File: src/rtl/outport_uart_tx.sv
// -----------------------------------------------------------------------------
// outport_uart_tx
//
// Console output path for the CPU's output port. Each 32-bit word written to
// the outport is queued in a small word FIFO. The words are then sent on a
// single UART pin as four 8N1 bytes, least-significant byte first. The CPU is
// never stalled. A word that arrives while the FIFO is full is dropped, and the
// sticky overflow flag records the drop.
//
// Ports
//   clk         system clock, rising-edge
//   reset       asynchronous active-low reset
//   word_in     word to transmit (outport_data)
//   word_valid  one-cycle strobe: word_in is a new outport value; one push
//               per high cycle
//   tx          UART serial line, registered, idles high
//   busy        frame in flight or FIFO non-empty
//   fifo_full   FIFO holds FIFO_DEPTH words
//   fifo_count  words currently queued
//   overflow    sticky: a word was dropped because the FIFO was full
// -----------------------------------------------------------------------------
module outport_uart_tx #(
   parameter int CLKS_PER_BIT = 434,
   parameter int FIFO_DEPTH   = 4
) (
   input  logic                        clk,
   input  logic                        reset,
   input  logic [31:0]                 word_in,
   input  logic                        word_valid,
   output logic                        tx,
   output logic                        busy,
   output logic                        fifo_full,
   output logic [$clog2(FIFO_DEPTH):0] fifo_count,
   output logic                        overflow
);

   localparam int PW = $clog2(FIFO_DEPTH);
   localparam int CW = PW + 1;
   localparam int BW = (CLKS_PER_BIT > 1) ? $clog2(CLKS_PER_BIT) : 1;
   localparam logic [BW-1:0] BAUD_LAST  = BW'(CLKS_PER_BIT - 1);
   localparam logic [CW-1:0] COUNT_FULL = CW'(FIFO_DEPTH);

   typedef enum logic [1:0] {IDLE, START, DATA, STOP} state_t;

   state_t        state, state_n;
   logic [BW-1:0] baud, baud_n;
   logic [2:0]    bit_idx, bit_n;
   logic [1:0]    byte_idx, byte_n;
   logic [31:0]   word_q, word_n;
   logic [7:0]    cur_byte;
   logic          tx_n;

   logic [31:0]   mem [FIFO_DEPTH];
   logic [PW-1:0] wr_ptr, rd_ptr;
   logic [CW-1:0] count;
   logic          pop, push;

   // ---------------------------------------------------------------- FIFO
   // A full FIFO still accepts a word in the cycle it pops. The slot being
   // read is freed in that same edge, so the count does not change.
   assign fifo_full  = (count == COUNT_FULL);
   assign fifo_count = count;
   assign push       = word_valid && (!fifo_full || pop);

   // The storage is not reset. The pointers and count decide which entries
   // are valid, so a reset discards the queued words.
   always_ff @(posedge clk) begin
      if (push)
         mem[wr_ptr] <= word_in;
   end

   always_ff @(posedge clk or negedge reset) begin
      if (!reset) begin
         wr_ptr   <= '0;
         rd_ptr   <= '0;
         count    <= '0;
         overflow <= 1'b0;
      end else begin
         if (push)
            wr_ptr <= wr_ptr + 1'b1;
         if (pop)
            rd_ptr <= rd_ptr + 1'b1;
         if (push && !pop)
            count <= count + 1'b1;
         else if (pop && !push)
            count <= count - 1'b1;
         if (word_valid && !push)
            overflow <= 1'b1;
      end
   end

   // ------------------------------------------------------- serializer FSM
   always_ff @(posedge clk or negedge reset) begin
      if (!reset) begin
         state    <= IDLE;
         baud     <= '0;
         bit_idx  <= '0;
         byte_idx <= '0;
         word_q   <= '0;
         tx       <= 1'b1;
      end else begin
         state    <= state_n;
         baud     <= baud_n;
         bit_idx  <= bit_n;
         byte_idx <= byte_n;
         word_q   <= word_n;
         tx       <= tx_n;
      end
   end

   always_comb begin
      state_n = state;
      baud_n  = baud;
      bit_n   = bit_idx;
      byte_n  = byte_idx;
      word_n  = word_q;
      pop     = 1'b0;

      unique case (state)
         IDLE: begin
            if (count != '0) begin
               pop     = 1'b1;
               word_n  = mem[rd_ptr];
               byte_n  = '0;
               bit_n   = '0;
               baud_n  = '0;
               state_n = START;
            end
         end
         START: begin
            if (baud == BAUD_LAST) begin
               baud_n  = '0;
               bit_n   = '0;
               state_n = DATA;
            end else begin
               baud_n = baud + 1'b1;
            end
         end
         DATA: begin
            if (baud == BAUD_LAST) begin
               baud_n = '0;
               if (bit_idx == 3'd7)
                  state_n = STOP;
               else
                  bit_n = bit_idx + 1'b1;
            end else begin
               baud_n = baud + 1'b1;
            end
         end
         STOP: begin
            if (baud == BAUD_LAST) begin
               baud_n = '0;
               // Bytes within one word follow each other with no idle gap.
               if (byte_idx != 2'd3) begin
                  byte_n  = byte_idx + 1'b1;
                  state_n = START;
               end else begin
                  state_n = IDLE;
               end
            end else begin
               baud_n = baud + 1'b1;
            end
         end
         default: state_n = IDLE;
      endcase

      // The pin level is computed from the next-state values and then
      // registered. This makes tx change on the same edge as the FSM, so the
      // start bit begins right after the pop edge and the pin cannot glitch.
      cur_byte = word_n[{byte_n, 3'b000} +: 8];
      unique case (state_n)
         IDLE:    tx_n = 1'b1;
         START:   tx_n = 1'b0;
         DATA:    tx_n = cur_byte[bit_n];
         STOP:    tx_n = 1'b1;
         default: tx_n = 1'b1;
      endcase
   end

   // busy is derived only from registers that change on the same edge as the
   // FSM, so it never drops while a frame is still in flight.
   assign busy = (state != IDLE) || (count != '0);

endmodule

File: config.mk
export PLATFORM = sky130hd
export DESIGN_NAME = outport_uart_tx
export DESIGN_NICKNAME = d
export VERILOG_FILES = /design/src/rtl/outport_uart_tx.sv
export SDC_FILE = /design/constraint.sdc
export NUM_CORES = 1
export LEC_CHECK = 0
export CORE_ASPECT_RATIO = 0.9
export CORE_MARGIN = 4
export CORE_UTILIZATION = 23
export CTS_BUF_LIST = sky130_fd_sc_hd__clkbuf_16
export DETAILED_ROUTE_END_ITERATION = 16
export GPL_ROUTABILITY_DRIVEN = 0
export PLACE_DENSITY = 0.41
export SKIP_LAST_GASP = 1
export SLEW_MARGIN = 10
export SYNTH_ARGS = -nofsm -noshare
export SYNTH_HDL_FRONTEND = slang
export SYNTH_SLANG_ARGS = --single-unit
File: constraint.sdc
create_clock -name clk -period 3.1 [get_ports clk]
set_input_delay 0.31 -clock clk [delete_from_list [all_inputs] [get_ports clk]]
set_output_delay 0.31 -clock clk [all_outputs]
set_load 0.01 [all_outputs]
==> flow_metrics.tcl <==
set metrics [dict create \
    outcome "completed" \
    die_h_um 180.4 \
    crit_cells 12 \
    vias_per_cell 4.221 \
    area_growth_pct 21.32 \
    crit_path_start "baud[6]" \
    period_needed_ns 2.884 \
    worstPathCellList "or4b_4 -> nor2_4 -> nor2_1 -> o22a_1 -> nor2_1 -> o21ai_0 -> ha_1 -> nor2_1 -> nand2_1 -> nor2_1 -> a2111oi_2 -> nor4b_2" \
    die_area_um2 36020 \
    clk_pin_slew_worst_paths_ns 0.07 \
    peakVddDrop_mv 0.4196 \
    synth_flop_cell "edfxtp_1" \
    p_per_area_nw_per_um2 895.8 \
    hold_path_class "primary input to asynchronous set/reset pin" \
    grt_pass1_vias 4203 \
    cts.htree.levels 4 \
    cts_hold_buf 0 \
    finalHoldViolations 0 \
    antenna_cells 0 \
    reg2reg_slack_ns 0.22 \
    placementRows 62 \
    mappedNetlistArea_um2 7600 \
    crit_path_end_kind "register" \
    tns_ns 0 \
    syn-mean-instance-area_um2 17.55 \
    grt_first_pass_wirelength_mm 24.92 \
    critPathLaunchType "register" \
    reg2reg_depth 12 \
    async_flop_share_pct 30.81 \
    postSynthCellCount 433 \
    yosysSeqAreaShare_pct 69.36 \
    cp_slowest_cell "or4b_4" \
    overflow 0 \
    clk-insertion-delay-late_ns 0.43 \
    io-pin-count 42 \
    crit_fanout 6 \
    wl_per_cell_um 17.17 \
    final_cells 925 \
    start_util_pct 23.55 \
    syn-num-nets 484 \
    drt-total-wl_mm 15.88 \
    grt_use_met1_pct 12.48 \
    r2r_start "baud[6]" \
    dr.pass1.iters 4 \
    max-cap-violations 0 \
    rr_endpoint "tx" \
    antenna_found_initial 0 \
    tritoncts "done" \
    period_share_pct 93.03 \
    path_class "register to register" \
    grt_max_degree 42 \
    crit_buf_inv 0 \
    cpLargestDelayFamily "simple AND/OR/NAND/NOR gates" \
    core-area_um2 32270 \
    synth_seq_cells 185 \
    cts-root-buf "clkbuf_16" \
    relSlewSlack_pct 32.96 \
    cts_made_buffers 17 \
    yosysWarnings 0 \
    ys_types 53 \
    place_hpwl_mm 10.65 \
    clockBufferDepth 2 \
    dp.cells 892 \
    vias 3904 \
    crit_path_max_incr_delay_ns 0.56 \
    rsz0062_at_grt "no" \
    die_w_um 199.6 \
    finalSetupViolCount 0 \
    critPathArrivalTime_ns 3.23 \
    finalClockSkew_ns 0.01408 \
    nNetsFinal 548 \
    grt_use_met2_pct 14.50 \
    grtUsageTotal_pct 9.154 \
    use_met3_pct 2.131 \
    worst_pin_slew_ns 1.006 \
    drc 0 \
    max_freq_ghz 0.3467 \
    portBuffers 41 \
    drive_above_1_share_pct 25.74 \
    top_usage_layer "met2" \
    ant_nets 0 \
    cp_common_cell "nor2_1" \
    finalMaxSlewViolations 0 \
    cp.required_ns 3.44 \
    cts_sinks 185 \
    synth-edff-count 128 \
    drt-initial-drc-count 258 \
    power.leakage_nw 3.321 \
]
worst register-to-register path, stage by stage (launching register included):
cell and delay, ns:
dfrtp_1 0.43, or4b_4 0.56, nor2_4 0.17, nor2_1 0.06, o22a_1 0.17, nor2_1 0.09, o21ai_0 0.14, ha_1 0.36
nor2_1 0.07, nand2_1 0.11, nor2_1 0.06, a2111oi_2 0.35, nor4b_2 0.24
cells in the mapped netlist, types with 2 or more instances:
library cell | instances | area (µm²)
o211ai_1 | 2 | 15.01
dfrtp_1 | 56 | 1401
clkbuf_1 | 5 | 18.77
nor2b_1 | 4 | 25.02
nor4b_1 | 2 | 17.52
buf_2 | 8 | 40.04
mux2_2 | 33 | 371.6
inv_1 | 12 | 45.04
nand2_1 | 13 | 48.80
a21o_1 | 2 | 15.01
o21ai_0 | 7 | 35.03
nand3_1 | 3 | 15.01
o22ai_1 | 4 | 25.02
nand4_1 | 6 | 37.54
nand2b_1 | 3 | 18.77
or3_1 | 2 | 12.51
nor3_1 | 8 | 40.04
a41oi_1 | 2 | 17.52
ha_1 | 15 | 187.7
mux2i_1 | 14 | 140.1
edfxtp_1 | 128 | 3844
xnor2_1 | 3 | 26.28
mux4_2 | 32 | 720.7
xor2_1 | 8 | 70.07
a21oi_1 | 5 | 25.02
nor2_1 | 22 | 82.58
nor3b_1 | 3 | 22.52
and2_1 | 4 | 25.02
buf_1 | 2 | 7.510
and4_1 | 2 | 17.52
worst max-delay path by stage:
stage,end,slack [ns]
2_1_floorplan,tx,0.25
3_5_place_dp,tx,0.18
4_1_cts,tx,0.16
3_3_place_gp,tx,0.18
5_1_grt,tx,0.003
6_report,tx,0.22
routing by layer:
layer | wire [µm] | part of all wire (%)
met1 | 7544 | 48
met2 | 7722 | 49
met3 | 425 | 2.7
met4 | 187 | 1.2
met5 | 0 | 0
report_power, final:
part,leakage [nW],switching [mW],internal (mW)
Combinational,1.18,1.33,1.32
Sequential,1.87,0.224,3.32
Clock,0.274,1.01,1.06
Total,3.32,2.56,5.69
through the flow:
stage	power (mW)	setup WS, ns	hold WS, ns	utilization, %	instance area, µm²
final	8.260	0.2160	0.04504	28.57	9220
after global routing	8.801	0.002601	0.1306	28.57	9220
after floorplan	5.379	0.2457	0.01441	-	7600
after global placement	6.308	0.1781	0.4589	26.76	8635
after detailed placement	6.348	0.1811	0.4696	26.76	8635
after CTS	8.452	0.1648	0.08160	28.49	9195
placed cells by master, fill, tap and decap left out, types with 5 or more instances in the layout:
| master | synthesis | routed |
|---|---|---|
| nand2_1 | 13 | 13 |
| mux2_2 | 33 | 33 |
| inv_1 | 12 | 12 |
| ha_1 | 15 | 15 |
| buf_4 | 1 | 17 |
| mux4_2 | 32 | 32 |
| a21oi_1 | 5 | 5 |
| mux2i_1 | 14 | 14 |
| clkdlybuf4s50_1 | 0 | 40 |
| xor2_1 | 8 | 8 |
| edfxtp_1 | 128 | 128 |
| nor2_1 | 22 | 22 |
| nand4_1 | 6 | 6 |
| nor3_1 | 8 | 8 |
| clkbuf_16 | 0 | 17 |
| o21ai_0 | 7 | 7 |
| dfrtp_1 | 56 | 55 |
timing repair:
item	4_1_cts	5_1_grt
resized for setup	0	2
setup endpoints to repair	0	1
setup buffers	0	2
flip-flops by register name, indices dropped and copies added (netlist names):
name / count
byte_idx: 2
mem: 128
baud: 9
bit_idx: 3
word_q: 32
state: 2
tx: 1
wr_ptr: 2
fifo_count: 3
rd_ptr: 2
overflow: 1
cells by family after synthesis:
| logic type | synth area share [%] |
|---|---|
| AO/OA/AOI/OAI | 2.930 |
| XOR/XNOR | 1.268 |
| adder cells (fa/ha/maj) | 2.733 |
| buffers and inverters | 1.613 |
| flip-flops | 69.36 |
| multiplexers | 16.41 |
| AND/OR/NAND/NOR | 5.680 |
cell type report:
class                      count  area (µm²)
clock buffer                  17       425.4
clock inverter                14       135.1
fill                        3187       23050
inverter                      13       48.80
multi-input combinational    219        2225
sequential                   185        5273
tap                          416       520.5
timing repair buffer          61       593.1
Power figures use the tool's default switching activity.
